[src/rtl/pn_period_meter.sv]
// Measures the recurrence period of an upstream PN generator: captures one state,
// then counts valid samples until that state reappears, tallying ones on seq[0].
module pn_period_meter (
   input  logic        next,
   input  logic        reset,
   input  logic        start,
   input  logic        seq_valid,
   input  logic [3:0]  N,
   input  logic [12:0] seq,
   output logic        busy,
   output logic        done,
   output logic [13:0] period,
   output logic [13:0] ones,
   output logic        maximal,
   output logic        lockup,
   output logic        timeout,
   output logic        bad_n
);

   typedef enum logic [1:0] {
      ST_IDLE    = 2'd0,
      ST_CAPTURE = 2'd1,
      ST_RUN     = 2'd2,
      ST_DONE    = 2'd3
   } state_t;

   state_t      state_r, state_s;
   logic [3:0]  n_q_r;
   logic [12:0] ref_r;
   logic [13:0] cnt_r, ones_acc_r;
   logic        busy_r, done_r, maximal_r, lockup_r, timeout_r, bad_n_r;
   logic [13:0] period_r, ones_r;

   logic [13:0] pow_s, cnt_inc_s, ones_inc_s;
   logic [12:0] mask_s, seq_m_s;
   logic        n_bad_s, match_s, limit_s;

   // Derived quantities of the latched register length and the current sample
   always_comb begin
      pow_s      = 14'd1 << n_q_r;
      mask_s     = pow_s[12:0] - 13'd1;
      seq_m_s    = seq & mask_s;
      cnt_inc_s  = cnt_r + 14'd1;
      ones_inc_s = ones_acc_r + {13'd0, seq[0]};
      match_s    = (seq_m_s == ref_r);
      limit_s    = (cnt_inc_s == pow_s);
      n_bad_s    = (N < 4'd2) || (N > 4'd13);
   end

   // Next-state logic
   always_comb begin
      state_s = state_r;
      case (state_r)
         ST_IDLE, ST_DONE: begin
            if (start) begin
               state_s = n_bad_s ? ST_DONE : ST_CAPTURE;
            end else begin
               state_s = state_r;
            end
         end
         ST_CAPTURE: begin
            if (seq_valid) begin
               state_s = (seq_m_s == 13'd0) ? ST_DONE : ST_RUN;
            end else begin
               state_s = ST_CAPTURE;
            end
         end
         ST_RUN: begin
            if (seq_valid && (match_s || limit_s)) begin
               state_s = ST_DONE;
            end else begin
               state_s = ST_RUN;
            end
         end
         default: state_s = ST_IDLE;
      endcase
   end

   // State register and status flags, registered from the next state
   always_ff @(posedge next) begin
      if (reset) begin
         state_r <= ST_IDLE;
         busy_r  <= 1'b0;
         done_r  <= 1'b0;
      end else begin
         state_r <= state_s;
         busy_r  <= (state_s == ST_CAPTURE) || (state_s == ST_RUN);
         done_r  <= (state_s == ST_DONE);
      end
   end

   // Measurement datapath and result registers
   always_ff @(posedge next) begin
      if (reset) begin
         n_q_r      <= 4'd0;
         ref_r      <= 13'd0;
         cnt_r      <= 14'd0;
         ones_acc_r <= 14'd0;
         period_r   <= 14'd0;
         ones_r     <= 14'd0;
         maximal_r  <= 1'b0;
         lockup_r   <= 1'b0;
         timeout_r  <= 1'b0;
         bad_n_r    <= 1'b0;
      end else begin
         case (state_r)
            ST_IDLE, ST_DONE: begin
               if (start) begin
                  n_q_r      <= N;
                  ref_r      <= 13'd0;
                  cnt_r      <= 14'd0;
                  ones_acc_r <= 14'd0;
                  period_r   <= 14'd0;
                  ones_r     <= 14'd0;
                  maximal_r  <= 1'b0;
                  lockup_r   <= 1'b0;
                  timeout_r  <= 1'b0;
                  bad_n_r    <= n_bad_s;
               end
            end
            ST_CAPTURE: begin
               if (seq_valid) begin
                  ref_r      <= seq_m_s;
                  cnt_r      <= 14'd0;
                  ones_acc_r <= 14'd0;
                  lockup_r   <= (seq_m_s == 13'd0);
               end
            end
            ST_RUN: begin
               if (seq_valid) begin
                  cnt_r      <= cnt_inc_s;
                  ones_acc_r <= ones_inc_s;
                  // A match on the final allowed sample wins over timeout
                  if (match_s) begin
                     period_r  <= cnt_inc_s;
                     ones_r    <= ones_inc_s;
                     maximal_r <= (cnt_inc_s == (pow_s - 14'd1));
                  end else if (limit_s) begin
                     timeout_r <= 1'b1;
                  end
               end
            end
            default: begin
               n_q_r <= 4'd0;
            end
         endcase
      end
   end

   assign busy    = busy_r;
   assign done    = done_r;
   assign period  = period_r;
   assign ones    = ones_r;
   assign maximal = maximal_r;
   assign lockup  = lockup_r;
   assign timeout = timeout_r;
   assign bad_n   = bad_n_r;

endmodule

[config.mk]
export PLATFORM = sky130hd
export DESIGN_NAME = pn_period_meter
export DESIGN_NICKNAME = d
export VERILOG_FILES = /design/src/rtl/pn_period_meter.sv
export SDC_FILE = /design/constraint.sdc
export NUM_CORES = 1
export LEC_CHECK = 0
export ABC_AREA = 1
export ABC_CLOCK_PERIOD_IN_PS = 6050
export BUFFER_PORTS_ARGS = -buffer_cell sky130_fd_sc_hd__buf_2
export CAP_MARGIN = 0
export CORE_ASPECT_RATIO = 1.5
export CORE_MARGIN = 1.5
export CORE_UTILIZATION = 50
export DETAILED_ROUTE_END_ITERATION = 16
export GPL_TIMING_DRIVEN = 0
export PLACE_DENSITY = 0.7
export SLEW_MARGIN = 20
export SYNTH_ARGS = -nofsm -noshare
export SYNTH_HDL_FRONTEND = slang
export SYNTH_SLANG_ARGS = --single-unit
export TNS_END_PERCENT = 100
[constraint.sdc]
create_clock -name next -period 6.05 [get_ports next]
set_input_delay 0.9075 -clock next [delete_from_list [all_inputs] [get_ports next]]
set_output_delay 0.9075 -clock next [all_outputs]
set_load 0.005 [all_outputs]
==> results of run 1 <==
## layer usage
metal | track usage, % | up-vias | routed length [um]
met5 | 0 | - | 0
met4 | 16.5 | 0 | 755
met3 | 3.74 | 55 | 654
met2 | 53.4 | 169 | 7310
met1 | 31.0 | 2400 | 5700
li1 | - | 2625 | -
## state kept, by name, indices dropped and copies added (netlist names)
name	flops
ones_acc_r	14
bad_n	1
ref_r	13
period	14
lockup	1
busy	1
timeout	1
done	1
cnt_r	14
maximal	1
ones	14
n_q_r	4
state_r	2
## cells in the mapped netlist, types with 7 or more instances
cell type	n	area, um^2
o21ai_0	36	180
nand3_1	76	380
nor2_1	92	345
nor2_2	7	43.8
inv_1	85	319
nand2_1	223	837
nor3_1	8	40.0
nand4_1	11	68.8
nand3b_1	9	67.6
a21oi_1	72	360
xor2_1	12	105
ha_1	7	87.6
dfxtp_1	81	1620
clkbuf_1	21	78.8
## worst paths after layout
kind | start | endpoint | slack (ns) | cells past startpoint
min | bad_n$_SDFFE_PP0P_ | bad_n$_SDFFE_PP0P_ | 0.46 | 2
max | n_q_r[3]$_SDFFE_PP0P_ | busy$_SDFF_PP0_ | 3.04 | 20
max reg2reg | n_q_r[3]$_SDFFE_PP0P_ | busy$_SDFF_PP0_ | 3.04 | 20
min reg2reg | bad_n$_SDFFE_PP0P_ | bad_n$_SDFFE_PP0P_ | 0.46 | 2
## cell families after synthesis
logic type               Yosys count
AO/OA/AOI/OAI                    118
XOR/XNOR                          15
adder cells (fa/ha/maj)            7
buffers and inverters            119
flip-flops                        81
AND/OR/NAND/NOR                  435
## per-stage QoR
stage / setup slack (ns) / std cells / hold slack [ns]
floorplan: 3.56 / 775 / 0.450
global placement: 3.06 / 940 / 0.454
detailed placement: 3.05 / 940 / 0.458
CTS: 3.03 / 956 / 0.468
global route: 2.79 / 956 / 0.495
finish: 3.04 / 956 / 0.464
## area by class of cell
| type | instances | area share (%) |
|---|---|---|
| buffer | 28 | 2.43 |
| clock buffer | 10 | 4.15 |
| clock inverter | 6 | 1.65 |
| inverter | 91 | 6.19 |
| multi-input combinational | 575 | 48.9 |
| sequential | 81 | 29.4 |
| tap | 112 | 2.54 |
| timing repair buffer | 53 | 4.81 |
## power groups by stage
| stage | clock (mW) | combinational, mW | sequential (mW) |
|---|---|---|---|
| floorplan | 0 | 0.769 | 0.719 |
| global placement | 0 | 1.05 | 0.730 |
| detailed placement | 0 | 1.06 | 0.736 |
| CTS | 0.595 | 1.07 | 0.724 |
| global route | 0.617 | 1.21 | 0.739 |
| finish | 0.591 | 1.08 | 0.727 |
## critical path: cells and delay by family (launching register included)
family | cells | cell delay (ns)
AND/OR/NAND/NOR | 14 | 1.44
AO/OA/AOI/OAI | 1 | 0.19
buffers and inverters | 3 | 0.30
flip-flops | 1 | 0.31
adder cells (fa/ha/maj) | 2 | 0.63
==> results_dict.tcl, run 1 <==
set metrics [dict create \
    status "complete, no violations" \
    synth_warnings 0 \
    synth.distinct_cells 33 \
    power_frac_comb_pct 45.1 \
    hold_class "reg -> reg" \
    fin_crit_ns 3.01 \
    synthFlopType "dfxtp_1" \
    clkSlewWorstSetupHoldPaths_ns 0.06 \
    die_h_um 123 \
    synth_top_family_by_area "simple AND/OR/NAND/NOR gates" \
    wl_um 14400 \
    cts_sinks 81 \
    grt_pass1_vias 4904 \
    io_buffers 53 \
    grt_use_total_pct 28.6 \
    antenna_left 0 \
    dieArea_mm2 0.0102 \
    postCtsSetupRepairBufs 0 \
    drv_slew 0 \
    htree_num_levels 3 \
    path_cells "buf_4 -> nor2_4 -> nand2_2 -> ha_1 -> o21ai_0 -> nand2_1 -> nor2_1 -> nand2_1 -> nor2_1 -> nand3_1 -> nor2_2 -> nand3_1 -> nand2_1 -> nand2_1 -> nand2_1 -> nand2_1 -> inv_1 -> ha_1 -> inv_1 -> nor2_1" \
    syn_to_final_growth_pct 15.1 \
    diodes 0 \
    drtPass1Iterations 5 \
    synth-xor-area-share_pct 2.74 \
    cts_root_buf "clkbuf_16" \
    drt-vias-per-instance 5.49 \
    syn_area_mm2 0.00479 \
    cts_tree "done" \
    critPathSlowestCell "ha_1" \
    worstSetupPathType "reg -> reg" \
    drv_cap 0 \
    routed-via-count 5249 \
    final_cell_mix "nand2_1 (223), nor2_1 (92), inv_1 (85), dfxtp_1 (81), nand3_1 (76)" \
    power_frac_seq_pct 30.3 \
    final_nets 867 \
    synth_nets 803 \
    multi_input_area_mm2 0.00270 \
    gp_congestion 0.962 \
    antenna_found_initial 0 \
    finalSetupViolCount 0 \
    synth_seq_cells 81 \
    internal-power_mw 1.35 \
    switching_share_pct 43.8 \
    worst_clock_skew_ns 0.00552 \
    synthArstFlopShare_pct 0 \
    wl_per_cell_um 15.1 \
    design.core.area_mm2 0.00931 \
    startpoint_type "flop" \
    end_kind "flop" \
    finalInstanceArea_mm2 0.00552 \
    syn_avg_cell_area_um2 6.18 \
    finalCritPeriodShare_pct 49.7 \
    drc 0 \
    p_leak_nw 2.49 \
    grt_max_degree 15 \
    synth_edf_count 0 \
    synth-compound-area-share_pct 12.8 \
    crit_required_ns 6.26 \
    drive_above_1_share_pct 11.0 \
    power_density_mw_per_mm2 435 \
    cts_buffers 9 \
    synthMuxAreaShare_pct 0 \
    seq_area_mm2 0.00162 \
    yosysSeqAreaShare_pct 33.8 \
    worst_pin_slew_ns 0.612 \
    synthCells 775 \
    grt_pass1_wl_um 22900 \
    synth_adder_area_share_pct 1.83 \
    io_pins 55 \
    synthSimpleGateAreaFrac_pct 38.9 \
    start_util_pct 51.5 \
    die_x_um 82.9 \
    final.setup.tns_ns 0 \
    vdd_ir_drop_max_mv 0.344 \
    dp_hpwl_um 11300 \
    cts_resized 0 \
    fmax_mhz 333 \
    clk_path_buf_depth 2 \
    mostFrequentLayoutCell "nand2_1" \
    drt_iter0_drc 315 \
    grt_overflow 0 \
    critPathMaxStageDelay_ns 0.41 \
    fillers 944 \
    post-route-util_pct 59.3 \
    worstPathMaxFanout 10 \
    placed_area_mm2 0.00520 \
    clkPwrFrac_pct 24.6 \
    worstSkewPairLatency_ns 0.34 \
    rsz0062_at_grt "false" \
    worstPathArrival_ns 3.22 \
    holdBufCountCts 0 \
    power_mw 2.40 \
    finalHoldViolations 0 \
    p_switching_mw 1.05 \
    num_rows 43 \
    max_slew_margin_pct 59.2 \
    timing.critical_path.mode_cell "nand2_1" \
]
(Power assumes the default switching activity.)
==> run 2, diff against run 1 <==
--- a/config.mk
+++ b/config.mk
@@ -6,7 +6,7 @@
 export NUM_CORES = 1
 export LEC_CHECK = 0
 export ABC_AREA = 1
-export ABC_CLOCK_PERIOD_IN_PS = 6050
+export ABC_CLOCK_PERIOD_IN_PS = 2990
 export BUFFER_PORTS_ARGS = -buffer_cell sky130_fd_sc_hd__buf_2
 export CAP_MARGIN = 0
 export CORE_ASPECT_RATIO = 1.5
==> constraint.sdc (replaced) <==
create_clock -name next -period 2.99 [get_ports next]
set_input_delay 0.4485 -clock next [delete_from_list [all_inputs] [get_ports next]]
set_output_delay 0.4485 -clock next [all_outputs]
set_load 0.005 [all_outputs]
==> run 2 against run 1 <==
Die area unchanged. Clock-buffer cell count stayed put. Largest cell class unchanged. Highest routed layer unchanged. Sequential share of layout area down 0.17 points. Clock power rose by 100%. Global-route usage increased by 0.10 points. Total power rose by 110%. Setup slack got worse by 2.8 ns. Critical endpoint unchanged.
==> results_dict.tcl, run 2 (same netlist as run 1, synthesis figures left out) <==
set metrics [dict create \
    start_util_pct 51.5 \
    worstHoldStart "N[0]" \
    worst_pin_slew_ns 0.607 \
    clkSlewWorstSetupHoldPaths_ns 0.06 \
    max_slew_margin_pct 59.5 \
    final_cell_mix "nand2_1 (223), nor2_1 (91), inv_1 (85), dfxtp_1 (80), nand3_1 (76)" \
    diodes 0 \
    r2r-start "n_q_r[3]$_SDFFE_PP0P_" \
    worstHoldEndpoint "n_q_r[0]$_SDFFE_PP0P_" \
    drt-vias-per-instance 5.45 \
    drc 0 \
    htree_num_levels 3 \
    finalCritPeriodShare_pct 92.0 \
    fin_crit_ns 2.75 \
    antenna_found_initial 0 \
    cts_buffers 9 \
    wl_per_cell_um 15.2 \
    final_nets 869 \
    finalInstanceArea_mm2 0.00556 \
    worstSetupPathType "reg -> reg" \
    pre_cts_slack_ns -0.0130 \
    design.core.area_mm2 0.00931 \
    dieArea_mm2 0.0102 \
    dp_hpwl_um 11300 \
    cts_root_buf "clkbuf_16" \
    grt_overflow 0 \
    end_kind "flop" \
    drtPass1Iterations 5 \
    hold_depth 3 \
    placed_area_mm2 0.00520 \
    clk_path_buf_depth 2 \
    syn_to_final_growth_pct 15.9 \
    rrSetupSlack_ns 0.24 \
    worst_slack_ns 0.239 \
    worstPathArrival_ns 2.96 \
    vdd_ir_drop_max_mv 0.699 \
    grt_pass1_wl_um 23000 \
    grt_pass1_vias 4922 \
    startpoint_type "flop" \
    worstSkewPairLatency_ns 0.34 \
    drv_slew 0 \
    die_h_um 123 \
    finalHoldViolations 0 \
    num_rows 43 \
    grt_max_degree 15 \
    io_pins 55 \
    drive_above_1_share_pct 11.6 \
    worstRegToRegCells 20 \
    r2r-end "busy$_SDFF_PP0_" \
    antenna_left 0 \
    status "complete, no violations" \
    cts_sinks 81 \
    holdBufCountCts 0 \
    fmax_mhz 364 \
    gp_congestion 0.962 \
    worst_clock_skew_ns 0.00620 \
    worstPathMaxFanout 10 \
    hold_class "in -> reg" \
    drv_cap 0 \
    final.setup.tns_ns 0 \
    routed-via-count 5222 \
    finalSetupViolCount 0 \
    power_density_mw_per_mm2 887 \
    cts_tree "done" \
    crit_required_ns 3.20 \
    io_buffers 53 \
    mostFrequentLayoutCell "nand2_1" \
    p_leak_nw 2.50 \
    drt_iter0_drc 306 \
    die_x_um 82.9 \
    wl_um 14500 \
    grt_use_total_pct 28.7 \
]
## run 2: how the worst max path moves through the flow
stage,start,end,slack (ns),cells past startpoint
global placement,n_q_r[3]$_SDFFE_PP0P_,busy$_SDFF_PP0_,-0.002,20
global route,n_q_r[3]$_SDFFE_PP0P_,busy$_SDFF_PP0_,-0.005,20
finish,n_q_r[3]$_SDFFE_PP0P_,busy$_SDFF_PP0_,0.24,20
CTS,n_q_r[3]$_SDFFE_PP0P_,busy$_SDFF_PP0_,0.12,20
floorplan,n_q_r[3]$_SDFFE_PP0P_,busy$_SDFF_PP0_,0.50,20
detailed placement,n_q_r[3]$_SDFFE_PP0P_,busy$_SDFF_PP0_,-0.01,20
## run 2: repair_timing
action	CTS	global route
endpoints found under the setup margin	1	26
gates resized for setup	0	4
pin swaps	1	0
setup buffers	2	0
## run 2: report_power, final
part / internal [mW] / total (mW) / switching (mW)
Clock: 0.736 / 1.20 / 0.462
Combinational: 0.740 / 2.26 / 1.52
Sequential: 1.30 / 1.47 / 0.175
Total: 2.77 / 4.93 / 2.16
## run 2: through the flow
stage                     utilization, %  hold slack [ns]  instances  power, mW
final                               59.7            0.400        958       4.93
after global routing                59.7            0.446        958       5.26
after CTS                           59.5            0.401        958       4.86
after detailed placement            55.9            0.458        940       3.64
after global placement              55.9            0.454        940       3.60
after floorplan                        -            0.450        775       3.01
## run 2: layer usage
| metal | vias up | wire (um) | track usage, % |
|---|---|---|---|
| li1 | 2624 | - | - |
| met1 | 2386 | 5750 | 31.1 |
| met2 | 166 | 7430 | 53.7 |
| met3 | 46 | 628 | 3.74 |
| met4 | 0 | 703 | 16.4 |
| met5 | - | 0 | 0 |
## run 2: final cells by class
type | count | area (um^2)
fill | 941 | 3750
multi-input combinational | 575 | 2720
sequential | 81 | 1620
inverter | 91 | 342
timing repair buffer | 55 | 280
clock buffer | 10 | 229
tap | 112 | 140
buffer | 28 | 134
clock inverter | 6 | 91.3
## run 2: critical path, stage by stage (launching register included)
cell     delay, ns
dfxtp_1       0.31
buf_4         0.19
nor2_4        0.17
nand2_2       0.15
ha_4          0.30
o21ai_0       0.16
nand2_1       0.07
nor2_1        0.10
nand2_1       0.06
nor2_1        0.10
nand3_1       0.13
nor2_4        0.15
nand3_1       0.10
nand2_1       0.08
nand2_1       0.04
nand2_1       0.07
nand2_1       0.08
inv_1         0.06
ha_1          0.22
inv_1         0.05
nor2_1        0.03
==> run 3, diff against run 2 <==
--- a/config.mk
+++ b/config.mk
@@ -15,6 +15,7 @@
 export DETAILED_ROUTE_END_ITERATION = 16
 export GPL_TIMING_DRIVEN = 0
 export PLACE_DENSITY = 0.7
+export RECOVER_POWER = 25
 export SLEW_MARGIN = 20
 export SYNTH_ARGS = -nofsm -noshare
 export SYNTH_HDL_FRONTEND = slang
==> run 3 against run 2 <==
Combinational power barely moved. Non-clock buffer count did not move. Flip-flop and latch count did not move. Clock-buffer cell count did not move. Critical path type unchanged. Critical endpoint unchanged. Largest power group unchanged.
==> results_dict.tcl, run 3 (same netlist as run 1, synthesis figures left out) <==
set metrics [dict create \
    worstSkewPairLatency_ns 0.34 \
    final_nets 869 \
    worstPathMaxFanout 10 \
    routed-via-count 5209 \
    drt-vias-per-instance 5.44 \
    drc 0 \
    io_pins 55 \
    dp_hpwl_um 11300 \
    placed_area_mm2 0.00520 \
    pre_cts_slack_ns -0.0130 \
    finalCritPeriodShare_pct 91.9 \
    antenna_found_initial 0 \
    syn_to_final_growth_pct 15.5 \
    fmax_mhz 364 \
    clk_path_buf_depth 2 \
    die_x_um 82.9 \
    final_cells 958 \
    dp.cells 940 \
    die_h_um 123 \
    mostFrequentLayoutCell "nand2_1" \
    finalSetupViolCount 0 \
    grt_overflow 0 \
    grt_max_degree 15 \
    design.core.area_mm2 0.00931 \
    start_util_pct 51.5 \
    end_kind "flop" \
    clkSlewWorstSetupHoldPaths_ns 0.06 \
    cts_buffers 9 \
    cts_root_buf "clkbuf_16" \
    grt_use_total_pct 28.7 \
    gp_congestion 0.962 \
    worst_slack_ns 0.242 \
    hold_depth 3 \
    grt_pass1_wl_um 23000 \
    worstSetupPathType "reg -> reg" \
    io_buffers 53 \
    diodes 0 \
    htree_num_levels 3 \
    power_density_mw_per_mm2 887 \
    worst_clock_skew_ns 0.00413 \
    worst_pin_slew_ns 0.611 \
    p_leak_nw 2.43 \
    worst_hold_slack_ns 0.399 \
    drv_cap 0 \
    finalHoldViolations 0 \
    num_rows 43 \
    fin_crit_ns 2.75 \
    r2r-start "n_q_r[3]$_SDFFE_PP0P_" \
    finalInstanceArea_mm2 0.00554 \
    antenna_left 0 \
    max_slew_margin_pct 59.3 \
    wl_per_cell_um 15.1 \
    drv_slew 0 \
    drtPass1Iterations 4 \
    rrSetupSlack_ns 0.24 \
    worstPathArrival_ns 2.96 \
    worstRegToRegCells 20 \
    cts_sinks 81 \
    hold_class "in -> reg" \
    final_cell_mix "nand2_1 (223), nor2_1 (91), inv_1 (85), dfxtp_1 (80), nand3_1 (76)" \
    status "complete, no violations" \
    crit_path_end "busy$_SDFF_PP0_" \
    crit_required_ns 3.20 \
    r2r-end "busy$_SDFF_PP0_" \
    grt_pass1_vias 4922 \
    drt_iter0_drc 311 \
    dieArea_mm2 0.0102 \
    post-route-util_pct 59.5 \
    startpoint_type "flop" \
    cts_tree "done" \
    vdd_ir_drop_max_mv 0.694 \
    startpoint "n_q_r[3]$_SDFFE_PP0P_" \
    wl_um 14500 \
    drive_above_1_share_pct 9.69 \
]
==> run 3: cell types whose count changed in the layout (fill, tap and decap cells not counted), sizes merged <==
cell | previous run | this run
buf | 62 | 46
clkbuf | 31 | 47
==> run 3: how the worst min path moves through the flow <==
stage                          start               endpoint  slack, ns
2_1_floorplan  ref_r[9]$_SDFFE_PP0P_  ref_r[9]$_SDFFE_PP0P_       0.45
3_3_place_gp      bad_n$_SDFFE_PP0P_     bad_n$_SDFFE_PP0P_       0.45
3_5_place_dp      bad_n$_SDFFE_PP0P_     bad_n$_SDFFE_PP0P_       0.46
4_1_cts                         N[0]  n_q_r[0]$_SDFFE_PP0P_       0.40
5_1_grt                         N[1]  n_q_r[1]$_SDFFE_PP0P_       0.45
6_report                        N[0]  n_q_r[0]$_SDFFE_PP0P_       0.40
==> run 3: per-stage QoR <==
step / power (mW) / TNS [ns]
6_report: 4.91 / 0
5_1_grt: 5.25 / -0.00497
4_1_cts: 4.86 / 0
3_5_place_dp: 3.64 / -0.0130
3_3_place_gp: 3.60 / -0.00207
2_1_floorplan: 3.01 / 0
==> run 3: timing repair <==
action,in CTS,in global routing
pin swaps,1,0
resized for setup,0,4
endpoints found under the setup margin,1,26
setup buffers,2,0
hold buffers,0,0
==> run 3: layout make-up <==
type	count	area, um^2
fillers	943	3770
clock buffers	10	229
multi-input cells	575	2720
well taps	112	140
plain buffers	28	134
clock inverters	6	91.3
flip-flops and latches	81	1620
repair buffers	55	260
inverters	91	342
==> run 3: worst max-delay path, stage by stage, from the launching register on <==
cell	delay, ns
dfxtp_1	0.31
buf_4	0.19
nor2_4	0.17
nand2_2	0.15
ha_4	0.30
o21ai_0	0.16
nand2_1	0.07
nor2_1	0.10
nand2_1	0.06
nor2_1	0.10
nand3_1	0.13
nor2_4	0.15
nand3_1	0.10
nand2_1	0.08
nand2_1	0.04
nand2_1	0.07
nand2_1	0.08
inv_1	0.06
ha_1	0.22
inv_1	0.05
nor2_1	0.03
==> run 3: where the power goes <==
group,internal (mW),switching [mW]
combinational,0.730,1.51
clock,0.736,0.459
sequential,1.30,0.175
==> run 3: routing by layer <==
layer | track usage, % | vias up | part of all wire [%]
li1 | - | 2626 | -
met4 | 16.4 | 0 | 4.9
met3 | 3.74 | 47 | 4.3
met5 | 0 | - | 0
met2 | 53.7 | 158 | 51
met1 | 31.1 | 2378 | 40
